$ cat config.mk
export PLATFORM = sky130hd
export DESIGN_NAME = interleaver_bank_ctrl
export DESIGN_NICKNAME = d
export VERILOG_FILES = /design/src/rtl/interleaver_bank_ctrl.sv
export SDC_FILE = /design/constraint.sdc
export NUM_CORES = 1
export LEC_CHECK = 0
export BUFFER_PORTS_ARGS = -buffer_cell sky130_fd_sc_hd__buf_2
export CAP_MARGIN = 20
export CORE_MARGIN = 8
export CORE_UTILIZATION = 27
export DETAILED_ROUTE_END_ITERATION = 12
export SLEW_MARGIN = 0
export SYNTH_ARGS = -nofsm -noshare
export SYNTH_HDL_FRONTEND = slang
export SYNTH_SLANG_ARGS = --single-unit
$ cat constraint.sdc
create_clock -name clk -period 3.9 [get_ports clk]
set_input_delay 0.39 -clock clk [delete_from_list [all_inputs] [get_ports clk]]
set_output_delay 0.39 -clock clk [all_outputs]
set_load 0.01 [all_outputs]
$ cat src/rtl/interleaver_bank_ctrl.sv
// ---------------------------------------------------------------------------
// interleaver_bank_ctrl
//
// Sequencing controller for the block interleaver's multi-bank bit RAM.
// Each bank holds one block of row*col entries. The write side fills one
// bank at a time in fill order. The read side drains completed banks in
// the permuted order. The sample data itself never passes through here.
//
// Parameters:
//   deepth  number of banks (blocks in flight), >= 1
//   mode    1 = interleave (write row-major, read column-major)
//           0 = de-interleave (write column-major, read row-major)
//   row     rows per block, >= 1
//   col     columns per block, >= 1
//
// Ports:
//   clk            system clock
//   rst_n          asynchronous active-low reset
//   s_axis_tvalid  input sample valid
//   s_axis_tready  input accepted when high together with tvalid
//   wr_en          RAM write strobe
//   wr_bank        bank being filled
//   wr_addr        write address inside the bank (r*col + c)
//   rd_en          RAM read strobe (RAM registers data on rd_en, else holds)
//   rd_bank        bank being drained
//   rd_addr        read address inside the bank (r*col + c)
//   m_axis_tvalid  output sample valid (RAM output register holds data)
//   m_axis_tready  downstream ready
//   m_axis_tlast   last sample of a block
//   full_cnt       completely written banks that are not yet freed
// ---------------------------------------------------------------------------
module interleaver_bank_ctrl #(
   parameter int deepth = 4,
   parameter int mode   = 1,
   parameter int row    = 512,
   parameter int col    = 32,
   localparam int BW = (deepth > 1) ? $clog2(deepth) : 1,
   localparam int AW = (row * col > 1) ? $clog2(row * col) : 1,
   localparam int CW = $clog2(deepth + 1)
) (
   input  logic          clk,
   input  logic          rst_n,
   input  logic          s_axis_tvalid,
   output logic          s_axis_tready,
   output logic          wr_en,
   output logic [BW-1:0] wr_bank,
   output logic [AW-1:0] wr_addr,
   output logic          rd_en,
   output logic [BW-1:0] rd_bank,
   output logic [AW-1:0] rd_addr,
   output logic          m_axis_tvalid,
   input  logic          m_axis_tready,
   output logic          m_axis_tlast,
   output logic [CW-1:0] full_cnt
);

   localparam int RW  = (row > 1) ? $clog2(row) : 1;
   localparam int CLW = (col > 1) ? $clog2(col) : 1;

   localparam bit WR_ROW_MAJOR = (mode != 0);
   localparam bit RD_ROW_MAJOR = (mode == 0);

   localparam logic [RW-1:0]  R_LAST    = RW'(row - 1);
   localparam logic [CLW-1:0] C_LAST    = CLW'(col - 1);
   localparam logic [BW-1:0]  BANK_LAST = BW'(deepth - 1);
   localparam logic [AW-1:0]  ADDR_COL  = AW'(col);

   logic [RW-1:0]  wr_r;
   logic [RW-1:0]  rd_r;
   logic [CLW-1:0] wr_c;
   logic [CLW-1:0] rd_c;
   logic           wr_last;
   logic           rd_last;
   logic           wr_done;
   logic           rd_done;

   // Handshakes. Both strobes depend only on registered state plus the
   // incoming valid/ready, so no combinational loop exists through the RAM.
   always_comb begin
      s_axis_tready = (full_cnt < CW'(deepth));
      wr_en         = s_axis_tvalid && s_axis_tready;
      rd_en         = (full_cnt != '0) && (!m_axis_tvalid || m_axis_tready);
      // Both scan orders end at (row-1, col-1), whichever index runs fastest.
      wr_last       = (wr_r == R_LAST) && (wr_c == C_LAST);
      rd_last       = (rd_r == R_LAST) && (rd_c == C_LAST);
      wr_done       = wr_en && wr_last;
      rd_done       = rd_en && rd_last;
   end

   // Write counters. The address is tracked incrementally instead of
   // multiplying r*col: row-major steps by 1, column-major steps by col and
   // restarts at the next column index when the row index wraps.
   always_ff @(posedge clk or negedge rst_n) begin
      if (!rst_n) begin
         wr_r    <= '0;
         wr_c    <= '0;
         wr_addr <= '0;
         wr_bank <= '0;
      end else if (wr_en) begin
         if (wr_last) begin
            wr_r    <= '0;
            wr_c    <= '0;
            wr_addr <= '0;
            wr_bank <= (wr_bank == BANK_LAST) ? '0 : wr_bank + BW'(1);
         end else if (WR_ROW_MAJOR) begin
            wr_addr <= wr_addr + AW'(1);
            if (wr_c == C_LAST) begin
               wr_c <= '0;
               wr_r <= wr_r + RW'(1);
            end else begin
               wr_c <= wr_c + CLW'(1);
            end
         end else begin
            if (wr_r == R_LAST) begin
               wr_r    <= '0;
               wr_c    <= wr_c + CLW'(1);
               wr_addr <= AW'(wr_c) + AW'(1);
            end else begin
               wr_r    <= wr_r + RW'(1);
               wr_addr <= wr_addr + ADDR_COL;
            end
         end
      end
   end

   // Read counters, same scheme as the write side with the opposite order.
   always_ff @(posedge clk or negedge rst_n) begin
      if (!rst_n) begin
         rd_r    <= '0;
         rd_c    <= '0;
         rd_addr <= '0;
         rd_bank <= '0;
      end else if (rd_en) begin
         if (rd_last) begin
            rd_r    <= '0;
            rd_c    <= '0;
            rd_addr <= '0;
            rd_bank <= (rd_bank == BANK_LAST) ? '0 : rd_bank + BW'(1);
         end else if (RD_ROW_MAJOR) begin
            rd_addr <= rd_addr + AW'(1);
            if (rd_c == C_LAST) begin
               rd_c <= '0;
               rd_r <= rd_r + RW'(1);
            end else begin
               rd_c <= rd_c + CLW'(1);
            end
         end else begin
            if (rd_r == R_LAST) begin
               rd_r    <= '0;
               rd_c    <= rd_c + CLW'(1);
               rd_addr <= AW'(rd_c) + AW'(1);
            end else begin
               rd_r    <= rd_r + RW'(1);
               rd_addr <= rd_addr + ADDR_COL;
            end
         end
      end
   end

   // Occupancy. A bank is freed on its final read strobe because the RAM
   // output register already owns that sample, so the writer may reuse the
   // bank immediately. A fill and a free in the same cycle cancel out.
   always_ff @(posedge clk or negedge rst_n) begin
      if (!rst_n) begin
         full_cnt <= '0;
      end else if (wr_done && !rd_done) begin
         full_cnt <= full_cnt + CW'(1);
      end else if (rd_done && !wr_done) begin
         full_cnt <= full_cnt - CW'(1);
      end
   end

   // Output valid/last mirror the RAM output register: loaded on every read
   // strobe, dropped once the downstream takes the sample with nothing new
   // behind it, held untouched during a downstream stall.
   always_ff @(posedge clk or negedge rst_n) begin
      if (!rst_n) begin
         m_axis_tvalid <= 1'b0;
         m_axis_tlast  <= 1'b0;
      end else if (rd_en) begin
         m_axis_tvalid <= 1'b1;
         m_axis_tlast  <= rd_last;
      end else if (m_axis_tready) begin
         m_axis_tvalid <= 1'b0;
         m_axis_tlast  <= 1'b0;
      end
   end

endmodule

After elaboration in Yosys (flattened, before gate mapping)

Index checks and enable logic that the tools add are counted.

Add/sub/neg operators: 11
$lt $le $gt $ge: 1
Equal/unequal tests: 6
Multiplexer cells: 18
Reductions and logical operators: 21

Operators with widths:

| cell                                              | number |
|---|---|
| two-way mux 14 bit                                | 3 |
| two-way mux 9 bit                                 | 4 |
| two-way mux 5 bit                                 | 4 |
| adder 9 x 1 -> 9 bit (second input constant)      | 2 |
| == test 9 bit (second input constant)             | 2 |
| adder 14 x 1 -> 14 bit (second input constant)    | 1 |
| adder 14 x 6 -> 14 bit (second input constant)    | 1 |
| adder 5 x 1 -> 5 bit (second input constant)      | 2 |
| == test 5 bit (second input constant)             | 2 |
| logical AND 1 bit                                 | 8 |
| AND reduction 2 bit                               | 4 |
| nonzero test 2 bit                                | 4 |
| adder 5 x 1 -> 6 bit (second input constant)      | 1 |
| two-way mux 3 bit                                 | 2 |
| adder 2 x 1 -> 2 bit (second input constant)      | 2 |
| == test 2 bit (second input constant)             | 2 |
| two-way mux 2 bit                                 | 2 |
| adder 3 x 1 -> 3 bit (second input constant)      | 1 |
| logical NOT 1 bit                                 | 3 |
| < comparator 3 bit (second input constant)        | 1 |
| two-way mux 1 bit                                 | 3 |
| nonzero test 3 bit                                | 1 |
| subtractor 3 x 1 -> 3 bit (second input constant) | 1 |
| logical OR 1 bit                                  | 1 |

Register bits after elaboration: 65
Input port bits: 4

Logic depth before layout (Yosys ltp)

Gate-level depths: netlist (run 1).

Depth in word-level cells: 7
Mapped depth: 14
Depth with buffers taken out: 14

Worst setup path after synthesis (run 1)

OpenSTA, ideal clock, no wires.

Path type: register -> register
Start: reg wr_r[0]
End: reg full_cnt[1]
Library setup time: 0.125 ns
Data arrival time: 2.630 ns
Data required time: 3.775 ns
Setup slack: 1.146 ns
Stages on the path, launching flop included: 12
Path buffers: 2
Cell sequence: dfrtp_1 ha_1 and3_1 and3_1 ha_1 and3_1 buf_2 buf_2 ha_1 inv_1 fa_1 mux2_2

Longest elaborated chain between the ends: 6
Elaborated cells on any way between the ends: 8

Ends and longest elaborated chain:

| what                         | line | RTL |
|---|---|---|
| start: declaration           | 68   | `logic [RW-1:0] wr_r;` |
| start signal: assignment     | 109  | `wr_r <= wr_r + RW'(1);` |
| start signal: assignment     | 119  | `wr_r <= wr_r + RW'(1);` |
| == test 9 bit *              | --   |  |
| logical AND 1 bit *          | 84   | `wr_last = (wr_r == R_LAST) && (wr_c == C_LAST);` |
| logical AND 1 bit *          | 86   | `wr_done = wr_en && wr_last;` |
| via wr_done                  | 74   | `logic wr_done;` |
| logical NOT 1 bit            | 168  | `end else if (rd_done && !wr_done) begin` |
| logical AND 1 bit            | 168  |  |
| nonzero test 2 bit (no line) | --   |  |
| end signal: assignment       | 167  | `full_cnt <= full_cnt + CW'(1);` |
| end signal: assignment       | 169  | `full_cnt <= full_cnt - CW'(1);` |
| end: declaration             | 54   | `output logic [CW-1:0] full_cnt` |

Mark *: on every way through the listed nets, which the timed path passes. The rest lies on a longest branch.
A chain may end at the register's enable or synchronous reset.

Worst setup path in the final report (run 1)

Start: reg rd_r[0]
End: reg full_cnt[1]

Longest elaborated chain between the ends: 6
Elaborated cells on any way between the ends: 8

Ends and longest elaborated chain:

| what                                                    | line | RTL |
|---|---|---|
| start: declaration                                      | 69   | `logic [RW-1:0] rd_r;` |
| start signal: assignment                                | 143  | `rd_r <= rd_r + RW'(1);` |
| start signal: assignment                                | 153  | `rd_r <= rd_r + RW'(1);` |
| == test 9 bit *                                         | 85   | `rd_last = (rd_r == R_LAST) && (rd_c == C_LAST);` |
| logical AND 1 bit *                                     | 85   |  |
| logical AND 1 bit *                                     | 87   | `rd_done = rd_en && rd_last;` |
| logical NOT 1 bit                                       | 166  | `end else if (wr_done && !rd_done) begin` |
| logical AND 1 bit                                       | 166  |  |
| two-way mux 3 bit or nonzero test 2 bit (tied branches) | --   |  |

Every way passes the cells marked *; elsewhere a longest branch is shown, timed or not.

==> results of run 1 <==
worst max-delay path by stage:
stage / endpoint / slack [ns] / start / cells past startpoint
6_report: full_cnt[1] / 1.04 / rd_r[0] / 12
5_1_grt: full_cnt[1] / 0.73 / rd_r[0] / 12
4_1_cts: full_cnt[1] / 1.03 / rd_r[0] / 12
3_5_place_dp: full_cnt[1] / 1.06 / rd_r[0] / 12
3_3_place_gp: full_cnt[1] / 1.16 / rd_r[0] / 12
2_1_floorplan: full_cnt[1] / 1.15 / wr_r[0] / 11
layer usage:
| layer | vias to the layer above | wire (um) | global-route usage [%] |
|---|---|---|---|
| met3 | 6 | 403 | 3.98 |
| met2 | 48 | 3260 | 14.8 |
| met1 | 1238 | 3420 | 11.3 |
| li1 | 1286 | - | - |
| met5 | - | 0 | 0 |
| met4 | 0 | 42 | 4.03 |
registers in the layout, summed over array words and instances (netlist names), 2 cells and up:
name	count
rd_addr	14
wr_addr	14
rd_r	9
wr_r	9
rd_c	5
wr_c	5
full_cnt	3
rd_bank	2
wr_bank	2
cell families (layout without fill, tap and decap cells):
| group | Yosys count | after routing | share of synthesized area (%) |
|---|---|---|---|
| mux | 12 | 12 | 4.28 |
| xor+xnor | 15 | 15 | 3.98 |
| simple gates | 137 | 137 | 21.5 |
| buf+inv | 18 | 67 | 2.54 |
| fa+ha+maj | 15 | 15 | 5.91 |
| flops | 65 | 65 | 49.3 |
| compound gates | 72 | 72 | 12.5 |
power groups by stage:
| stage | sequential, mW | clock (mW) | combinational (mW) |
|---|---|---|---|
| 6_report | 0.806 | 0.773 | 0.160 |
| 5_1_grt | 0.818 | 0.829 | 0.190 |
| 4_1_cts | 0.805 | 0.803 | 0.165 |
| 3_5_place_dp | 0.813 | 0 | 0.166 |
| 3_3_place_gp | 0.811 | 0 | 0.160 |
| 2_1_floorplan | 0.810 | 0 | 0.0886 |
stage by stage:
step	worst slack (ns)	power (mW)	utilization (%)	instances	hold WS, ns
6_report	1.04	1.74	33.0	530	0.206
5_1_grt	0.730	1.84	33.0	530	0.281
4_1_cts	1.03	1.77	33.0	530	0.231
3_5_place_dp	1.06	0.979	30.6	516	0.471
3_3_place_gp	1.16	0.971	30.6	516	0.469
2_1_floorplan	1.15	0.899	-	334	0.0944
cells in the mapped netlist (all sizes together), types with 4 or more instances:
master / n / area [um^2]
dfrtp: 65 / 1630
o21ai: 45 / 225
nand2: 42 / 160
nor2: 25 / 98.8
ha: 14 / 175
nand4: 12 / 75.1
xnor2: 12 / 105
mux2: 11 / 131
and3: 10 / 62.6
nand3: 10 / 50.1
nor3: 10 / 55.1
a21oi: 8 / 40.0
buf: 7 / 41.3
inv: 7 / 26.3
nand2b: 7 / 43.8
o31ai: 7 / 52.6
nor2b: 6 / 37.5
a31oi: 5 / 31.3
clkbuf: 4 / 16.3
nor4: 4 / 40.0
or3: 4 / 30.0
final cells by class:
cell class	count	area, um^2
Fill cell	1238	8010
Sequential cell	65	1630
Multi-Input combinational cell	251	1590
Clock buffer	11	243
Timing Repair Buffer	46	238
Tap cell	147	184
Clock inverter	3	42.5
Inverter	7	26.3
==> results summary, run 1 <==
The power density over the cells came out at 440 nW/um^2. The run finished with clean final reports. The maximum fanout count along the critical path came out at 6. Once the clock tree was built, the resizer swapped 0 gates to a different size. The die height came out at 127 um. Derived from the worst setup path, the maximum achievable clock frequency is 350 MHz. The number of max-cap violations is 0. The total die area is 16000 um^2. The count of final hold-check violations was 0. The cell repeated most along the worst path is sky130_fd_sc_hd__ha_1. The net switching share of the total power came out at 25.1%. Setup repair after global routing left no endpoint under its margin.

The count of final max-slew check failures came out at 0. The latest clock arrival within the worst-skew pair is 0.33 ns. The netlist uses 43 different library cells.

The average cell area after synthesis is 9.88 um^2. The worst register-to-register path ends at full_cnt[1]. The setup path with the least slack is of type register to register.

The final worst-path cycle share came out at 73.4%. The biggest cell delay along the critical path is 0.42 ns. On the final layout, the worst clock skew is 0.00666 ns. The horizontal die dimension came out at 127 um. The finished cells cover 3950 um^2. The routed length per placed instance is 13.4 um. The worst slew margin relative to its limit is 38.0%. The post-synthesis instance area came out at 3300 um^2. The post-route minimum period came out at 2.86 ns. The pre-antenna-repair detailed-routing pass consisted of 5 iterations. At the end of routability-driven placement, the weighted congestion stood at 0.836. Pin placement for this block handled 44 I/O pins. The net count of the mapped netlist came out at 353. For this run, the leading register cell type out of synthesis is sky130_fd_sc_hd__dfrtp_1. The count of unresolved DRC violations after routing came out at 0. Of the total power, combinational logic draws 9.2%.

The number of levels the H-tree was split into is 3. The analysis attributes to net switching a power of 0.436 mW. The fraction of registers with async set or reset after synthesis is 100%.

The core box area is 12000 um^2. The clock passes through at most 2 buffers. The sequential power share came out at 46.3%. The initial core utilization came out at 27.6%.

Port buffering added 43 buffers. The leakage power of the design came out at 1.83 nW. The worst endpoint required time is 4.11 ns. The number of hold buffers added after CTS was 0. The total overflow left after global routing is 0. Using the TritonRoute via totals, the vias-per-cell ratio works out to 4.86. The cell type of the slowest stage on the worst timing path is sky130_fd_sc_hd__dfrtp_1. The design internal power came out at 1.30 mW. For this run, the post-layout net count is 399. The kind of cell with the highest combined delay along the critical path is adder cells. The number of antenna violations at the first check in global routing came out at 0. The total via count after detailed routing is 2578. The synthesis warning total is 0. The critical path goes through ha_1 > and3_1 > nand3_1 > nor2_1 > ha_1 > nand2_1 > nor2_1 > inv_1 > ha_1 > inv_1 > fa_1 > mux2_2. The number of flops mapped to enable cells by yosys is 0. The initial DRC count is 119.

TritonCTS built the clock tree. The final number of setup-violating endpoints is 0. The number of synthesized register bits is 65. The clock drives 65 sinks. The post-synthesis to final-layout area growth came out at 19.7%. Buffers added to address setup during post-CTS repair amount to 0. The fraction of final layout cells with drive strength greater than 1 came out at 20.6%. Wires add up to 7.12 mm. The via count of the first global-routing pass came out at 2526. The data arrival time of the worst path came out at 3.07 ns.

The endpoint kind of the worst setup timing path is a register. The depth of the most critical reg-to-reg path came out at 12. The min-delay analysis places its worst path in the category input pin to asynchronous set/reset pin. The transition at the pin with the smallest max-transition slack is 0.931 ns. The number of antenna cells inserted came out at 0.

After synthesis, flip-flops and latches occupy 49.3% of the total area. The setup TNS came out at 0 ns. The number of placement rows is 40. Entering global routing, the biggest net connects 42 pins. STA classifies the critical path startpoint as a register. The setup slack of the most critical reg-to-reg path came out at 1.04 ns. The launch point of the worst reg-to-reg path is rd_r[0]. The commonest non-fill, non-tap cell in the layout is sky130_fd_sc_hd__dfrtp_1.

The cell at the root of the clock tree is sky130_fd_sc_hd__clkbuf_16. The clock slew seen by the registers of the worst setup and hold paths came out at 0.05 ns. The placed wire-length estimate after detailed placement came out at 5.16 mm. The number of buffers inserted during clock tree synthesis came out at 9. The cell count after synthesis came out at 334. The post-place instance area is 3660 um^2. The relative contribution of the clock network to total power came out at 44.5%. The top cell types in the final layout, fill and taps aside, are sky130_fd_sc_hd__dfrtp_1 (65), sky130_fd_sc_hd__o21ai_0 (45), sky130_fd_sc_hd__buf_2 (43), sky130_fd_sc_hd__nand2_1 (41), sky130_fd_sc_hd__nor2_1 (23).

The sum of buffers and inverters on the critical path is 2. The global-route wire length before repair came out at 12.3 mm. The worst voltage drop across the vdd grid came out at 0.199 mV. Global routing used 9.51% of the available tracks. The number of nets with antenna violations after detailed routing came out at 0.
Note: power is estimated with default switching activity, not from simulation.
==> inputs of run 2 (changes only) <==
==> constraint.sdc (replaced) <==
create_clock -name clk -period 2.3 [get_ports clk]
set_input_delay 0.23 -clock clk [delete_from_list [all_inputs] [get_ports clk]]
set_output_delay 0.23 -clock clk [all_outputs]
set_load 0.01 [all_outputs]
==> run 2 against run 1 <==
The flow now finishes with violations (setup timing). Worst setup slack worse by 1.0 ns. Final cell count is 6.2% higher. Routed wire length up 8.7%. Critical path depth unchanged. First-iteration DRC count rose by 16%. Total power up 70%. Clock power is 62% higher. Global-route usage rose by 0.85 points. Count of clock-buffer cells in the layout down 2. Worst hold slack improved by 0.040 ns. Register-to-register slack got worse by 1.0 ns. Core utilization up 2.9 points. Largest cell class is now multi-input combinational cells. Largest power group unchanged. Highest routed layer unchanged.
==> results summary, run 2 (synthesis gave the netlist of run 1 again) <==
The run finished, with violations left. The checks that failed: setup timing. The clock passes through at most 2 buffers. The overall routed net length is 7.74 mm. The latest clock arrival within the worst-skew pair came out at 0.34 ns. Summed over all layers, the global routing overflow is 0. The congestion estimate from routability-driven global placement came to 0.768.

The terminus of the critical flop-to-flop path is full_cnt[1]. The global-route wire length before repair came out at 13.3 mm. The relative contribution of the clock network to total power is 42.2%.

The via density per instance is 4.92. The design internal power is 2.12 mW. The post-route minimum period came out at 2.30 ns. In the layout the commonest cells are sky130_fd_sc_hd__dfrtp_1 (65), sky130_fd_sc_hd__o21ai_0 (45), sky130_fd_sc_hd__buf_2 (43), sky130_fd_sc_hd__nand2_1 (40), sky130_fd_sc_hd__buf_4 (32). Once routing completed, OpenROAD measured the worst setup slack at -0.00347 ns. The die height is 127 um. For this run, the number of standard cells in the final layout without fillers is 563. For this design, the sink count on the clock tree is 65.

The power density over the cells came out at 688 nW/um^2. The number of antenna violations at the first check in global routing came out at 0. The fraction of final layout cells with drive strength greater than 1 is 31.0%. The total track usage came out at 10.4%. Setup repair after global routing could not meet its margin everywhere. The count of boundary I/O pins is 44. The count of final max-slew check failures is 0. The placed wire-length estimate after detailed placement came out at 5.35 mm.

The total power after layout is 2.96 mW. After the first detailed-routing iteration, the DRC count stood at 138. Leaving out fill and tap cells, the most frequent cell in the layout is sky130_fd_sc_hd__dfrtp_1.

The utilization of the core after routing is 35.9%. At the end of the flow, the number of nets in the layout was 430. The count of final hold-check violations came to 0. The critical path is of the register to register type.

The maximum achievable frequency came out at 434 MHz. CTS placed an instance of sky130_fd_sc_hd__clkbuf_16 at the clock tree root. The die covers 16000 um^2.

The largest registers in the layout are rd_addr (14), wr_addr (14). For flop-to-flop paths, the worst setup slack is -0.003 ns. In this run the core area contains 40 standard-cell rows. Counting cells, the worst reg-to-reg path comes to 12. The worst setup path is launched from a register. TritonCTS built the clock tree. The switching power summed over all nets is 0.834 mW. The post-placement cell count is 540. The filler cell count in the final layout came out at 1213. For the worst setup path, the data required time is 2.52 ns. The number of buffers inserted during clock tree synthesis came out at 9. The transition at the pin with the smallest max-transition slack is 0.526 ns.

The number of antenna cells inserted came out at 0. The H-tree was split into 3 levels. The sequential cell area came out at 1630 um^2. In the routed design, unresolved DRC markers number 0. The worst-case IR drop observed on VDD is 0.360 mV. The final worst-path cycle share came out at 100%. Before antenna repair, the detailed router went through 4 iterations. The footprint of the multi-input gates came out at 1700 um^2. Of all nets on the critical path, the largest fanout is 2. The critical path starts at rd_r[1].

The via count of the first global-routing pass came out at 2744. The core box area is 12000 um^2. Sequential cells burn 46.1% of the power. The number of nets with antenna violations after detailed routing is 0.

The worst setup path is captured at a register. The net switching share of the total power is 28.2%. The routed length per placed instance is 13.8 um. For this configuration, the core starts out at a cell density of 27.6%. The launch point of the worst reg-to-reg path is rd_r[1]. Combinational cells account for 11.6% of the total power. The horizontal die dimension came out at 127 um. The post-synthesis to final-layout area growth is 30.1%. The data arrival time of the worst path is 2.52 ns. The number of max-cap violations is 0. The startpoint identified for the worst hold timing path is m_axis_tready. The leakage power of the design is 1.99 nW.

The worst hold path belongs to the class input pin to register. The count of cells along the worst hold path is 3. The worst slew margin relative to its limit is 64.6%. The clock slew seen by the registers of the worst setup and hold paths came out at 0.06 ns. On the final layout, the worst clock skew is 0.00654 ns. The worst hold path endpoint is m_axis_tlast. The number of port buffers came out at 43. The total via count after detailed routing came out at 2772.

The final number of setup-violating endpoints came out at 1. The largest net degree at the start of global routing is 66.
## run 2: cell types whose count changed in the layout (fill, tap and decap cells not counted), sizes merged
| cell | before | now |
|---|---|---|
| buf | 46 | 76 |
| clkinv | 1 | 5 |
| clkbuf | 11 | 9 |
| bufinv | 1 | 0 |
| clkinvlp | 1 | 2 |
| dlygate4sd3 | 0 | 1 |
## run 2: final cells by class
type | count | share of cell area, %
clock inverters | 7 | 1.11
inverters | 7 | 0.612
multi-input cells | 251 | 39.6
well taps | 147 | 4.28
clock buffers | 9 | 5.24
flip-flops and latches | 65 | 37.9
repair buffers | 77 | 11.3
## run 2: worst max path at each step
stage / endpoint / slack, ns / cells after the start
floorplan: full_cnt[2] / -0.20 / 13
global placement: full_cnt[1] / -0.02 / 12
detailed placement: full_cnt[1] / -0.08 / 12
CTS: full_cnt[1] / -0.05 / 12
global route: full_cnt[1] / -0.12 / 12
finish: full_cnt[1] / -0.003 / 12
## run 2: what timing repair did
item,4_1_cts,5_1_grt
endpoints found under the hold margin,65,0
buffers inserted,3,3
endpoints found under the setup margin,1,2
hold buffers,1,0
resized for setup,3,5
pin swaps,6,6
## run 2: stage by stage
step	cell area [um^2]	setup slack, ns	TNS [ns]	hold WS, ns
after global placement	3930	-0.0231	-0.0231	0.283
after CTS	4240	-0.0455	-0.0620	0.226
after floorplan	3390	-0.196	-0.391	-0.0656
final	4290	-0.00347	-0.00347	0.247
after detailed placement	3930	-0.0825	-0.0825	0.281
after global routing	4290	-0.119	-0.171	0.244
## run 2: layer usage
layer,global-route usage [%],up-vias,routed length [um]
met2,16.2,64,3610
li1,-,1356,-
met4,3.82,0,114
met5,0,-,0
met1,12.1,1338,3590
met3,4.86,14,434
## run 2: power groups by stage
stage                     combinational (mW)  clock, mW  sequential, mW
after floorplan                        0.154          0            1.38
after global placement                 0.320          0            1.37
final                                  0.344       1.25            1.36
after global routing                   0.402       1.34            1.38
after CTS                              0.343       1.29            1.36
after detailed placement               0.335          0            1.37
## run 2: worst max-delay path: stages, from the launching register on
cell and delay (ns):
sky130_fd_sc_hd__dfrtp_1 0.35, sky130_fd_sc_hd__ha_2 0.18, sky130_fd_sc_hd__and3_4 0.20, sky130_fd_sc_hd__nand3_4 0.08, sky130_fd_sc_hd__nor2_4 0.13, sky130_fd_sc_hd__ha_4 0.16
sky130_fd_sc_hd__nand2_4 0.05, sky130_fd_sc_hd__nor2_4 0.09, sky130_fd_sc_hd__inv_2 0.05, sky130_fd_sc_hd__ha_4 0.15, sky130_fd_sc_hd__inv_2 0.05, sky130_fd_sc_hd__fa_2 0.42
sky130_fd_sc_hd__mux2_4 0.28
==> inputs of run 3 (changes only) <==
--- a/config.mk
+++ b/config.mk
@@ -10,6 +10,7 @@
 export CORE_MARGIN = 8
 export CORE_UTILIZATION = 27
 export DETAILED_ROUTE_END_ITERATION = 12
+export SKIP_CTS_REPAIR_TIMING = 1
 export SLEW_MARGIN = 0
 export SYNTH_ARGS = -nofsm -noshare
 export SYNTH_HDL_FRONTEND = slang
==> run 3 against run 2 <==
The run now ends clean. Critical path depth stayed put. Core utilization fell by 0.094 points. Die area stayed put. Global-route usage is 0.089 points lower. Sequential cell count did not move. Final cell count decreased by 0.18%. Critical path type unchanged. Highest routed layer unchanged.
==> results summary, run 3 (synthesis gave the netlist of run 1 again) <==
After layout, the minimum clock period comes to 2.30 ns. The placed wire-length estimate after detailed placement is 5.35 mm. After the first detailed-routing iteration, the DRC count stood at 131. STA puts the critical path data required time at 2.52 ns. 44 I/O pins were placed. The number of port buffers is 43. The cell at the root of the clock tree is sky130_fd_sc_hd__clkbuf_16. The net total in the final layout came out at 429. Compared with the post-synthesis result, the final layout area differs by 29.8%. The leakage power of the design came out at 1.98 nW. The initial core utilization is 27.6%. The post-route cell area came out at 4280 um^2. The library cells used most frequently in the layout, excluding fill and tap cells, are sky130_fd_sc_hd__dfrtp_1 (65), sky130_fd_sc_hd__o21ai_0 (45), sky130_fd_sc_hd__buf_2 (43), sky130_fd_sc_hd__nand2_1 (40), sky130_fd_sc_hd__buf_4 (31). In this run, the combinational gates consume 11.4% of the power. The run finished with clean final reports. Setup violations remaining at the end of the flow were counted as 0. The worst setup path is captured at a register. The maximum achievable frequency is 435 MHz.

The total via count after detailed routing is 2762. The largest net degree at the start of global routing came out at 66. In the final timing run, aggregate negative setup slack is 0 ns.

The count of unresolved DRC violations after routing came out at 0. The clock slew seen by the registers of the worst setup and hold paths is 0.06 ns. The switching power summed over all nets is 0.834 mW. The worst voltage drop across the vdd grid came out at 0.358 mV. CTS saw 65 sinks. The power density over the cells is 689 nW/um^2. STA classifies the critical path startpoint as a register. The routability congestion estimate came out at 0.768.

After detailed routing, the average wire length per cell comes to 13.7 um. The final clock skew came out at 0.00620 ns. The latest clock arrival within the worst-skew pair is 0.34 ns.

Wires add up to 7.71 mm. Setup repair after global routing could not meet its margin everywhere. In this run the worst setup path begins at rd_r[0]. The worst setup path is of the register to register kind. In this run the deepest clock path goes through 2 buffers. The sequential power share came out at 46.2%. The number of nets with antenna violations after detailed routing came out at 0.

The clock tree from TritonCTS is yes. The number of placement rows is 40. The count of final hold-check violations is 0. The number of buffers inserted during clock tree synthesis came out at 9. The data arrival time of the worst path is 2.52 ns. The die height is 127 um. The net switching share of the total power came out at 28.3%. The total die area is 16000 um^2.

The tightest min-delay check is of the input pin to register type. The total grt overflow is 0. The number of max-cap violations came out at 0. The core box area came out at 12000 um^2. The setup slack of the most critical reg-to-reg path came out at 0.003 ns. The final worst-path setup slack is 0.00278 ns. Once placement completed, the tool counted placed cells totaling 540. The largest registers in the layout are rd_addr (14), wr_addr (14). The launch point of the worst reg-to-reg path is rd_r[0]. The relative contribution of the clock network to total power is 42.4%. The worst setup timing slack at the placement stage came out at -0.0825 ns.

The count of final max-slew check failures came out at 0. The final worst-path cycle share came out at 99.9%. The number of antenna violations at the first check in global routing was 0. Global routing consumed, over all layers together, 10.3% of the routing resources.

The worst slew margin relative to its limit is 64.5%. The number of levels the H-tree was split into is 3. The via density per instance is 4.91. The maximum fanout count along the critical path is 2. The via count of the first global-routing pass came to 2712. The fraction of final layout cells with drive strength greater than 1 came out at 30.8%. The startpoint of the most critical hold path is m_axis_tready. The finished layout holds 562 standard cells, fillers aside. The detailed-router iteration count before antenna repair is 4. The filler cell count in the final layout is 1212. The design draws 2.95 mW. The number of antenna cells inserted is 0. The commonest non-fill, non-tap cell in the layout is sky130_fd_sc_hd__dfrtp_1. The horizontal die dimension is 127 um.

The design internal power is 2.12 mW. The transition at the pin with the smallest max-transition slack is 0.529 ns. The global-route wire length before repair is 13.2 mm. The post-place instance area came out at 3930 um^2.
## run 3: cell types whose count changed in the layout (fill, tap and decap cells not counted)
cell                     change
sky130_fd_sc_hd__buf_4       -1
sky130_fd_sc_hd__mux2_2      +1
sky130_fd_sc_hd__mux2_4      -1
## run 3: worst paths after layout
path / to / cells past startpoint
worst min-delay path: m_axis_tlast / 3
max in group asynchronous: rd_bank[1] / 3
min in group asynchronous: wr_addr[13] / 3
worst max register to register: full_cnt[1] / 12
worst max-delay path: full_cnt[1] / 12
worst min register to register: rd_addr[0] / 2
## run 3: stage by stage
stage | utilization, % | hold slack [ns]
after floorplan | - | -0.0656
after global placement | 32.9 | 0.283
after detailed placement | 32.9 | 0.281
after CTS | 35.1 | -0.0847
after global routing | 35.8 | 0.244
final | 35.8 | 0.243
## run 3: metal layers
metal  GRT usage [%]  part of all wire [%]  vias to the layer above
met4            3.82                   1.6                        0
met5               0                     0                        -
met3            4.86                   6.4                       13
met1            12.0                    46                     1332
li1                -                     -                     1355
met2            16.0                    46                       62
## run 3: power groups by stage
stage	Sequential [mW]	Clock, mW	Combinational (mW)
2_1_floorplan	1.38	0	0.154
5_1_grt	1.38	1.34	0.393
3_3_place_gp	1.37	0	0.320
4_1_cts	1.36	1.29	0.334
6_report	1.36	1.25	0.336
3_5_place_dp	1.37	0	0.335
## run 3: area by class of cell
| type | instances | area [um^2] | area share (%) |
|---|---|---|---|
| Inverter | 7 | 26.3 | 0.613 |
| Timing Repair Buffer | 76 | 478 | 11.2 |
| Clock buffer | 9 | 225 | 5.26 |
| Sequential cell | 65 | 1630 | 38.0 |
| Multi-Input combinational cell | 251 | 1700 | 39.6 |
| Tap cell | 147 | 184 | 4.29 |
| Clock inverter | 7 | 47.5 | 1.11 |
## run 3: worst max-delay path, stage by stage (launching register included)
cell and delay, ns:
sky130_fd_sc_hd__dfrtp_1 0.35, sky130_fd_sc_hd__ha_2 0.18, sky130_fd_sc_hd__and3_4 0.20, sky130_fd_sc_hd__nand3_4 0.09
sky130_fd_sc_hd__nor2_4 0.14, sky130_fd_sc_hd__ha_4 0.15, sky130_fd_sc_hd__nand2_4 0.05, sky130_fd_sc_hd__nor2_4 0.09
sky130_fd_sc_hd__inv_2 0.05, sky130_fd_sc_hd__ha_4 0.15, sky130_fd_sc_hd__inv_2 0.05, sky130_fd_sc_hd__fa_2 0.41
sky130_fd_sc_hd__mux2_2 0.27
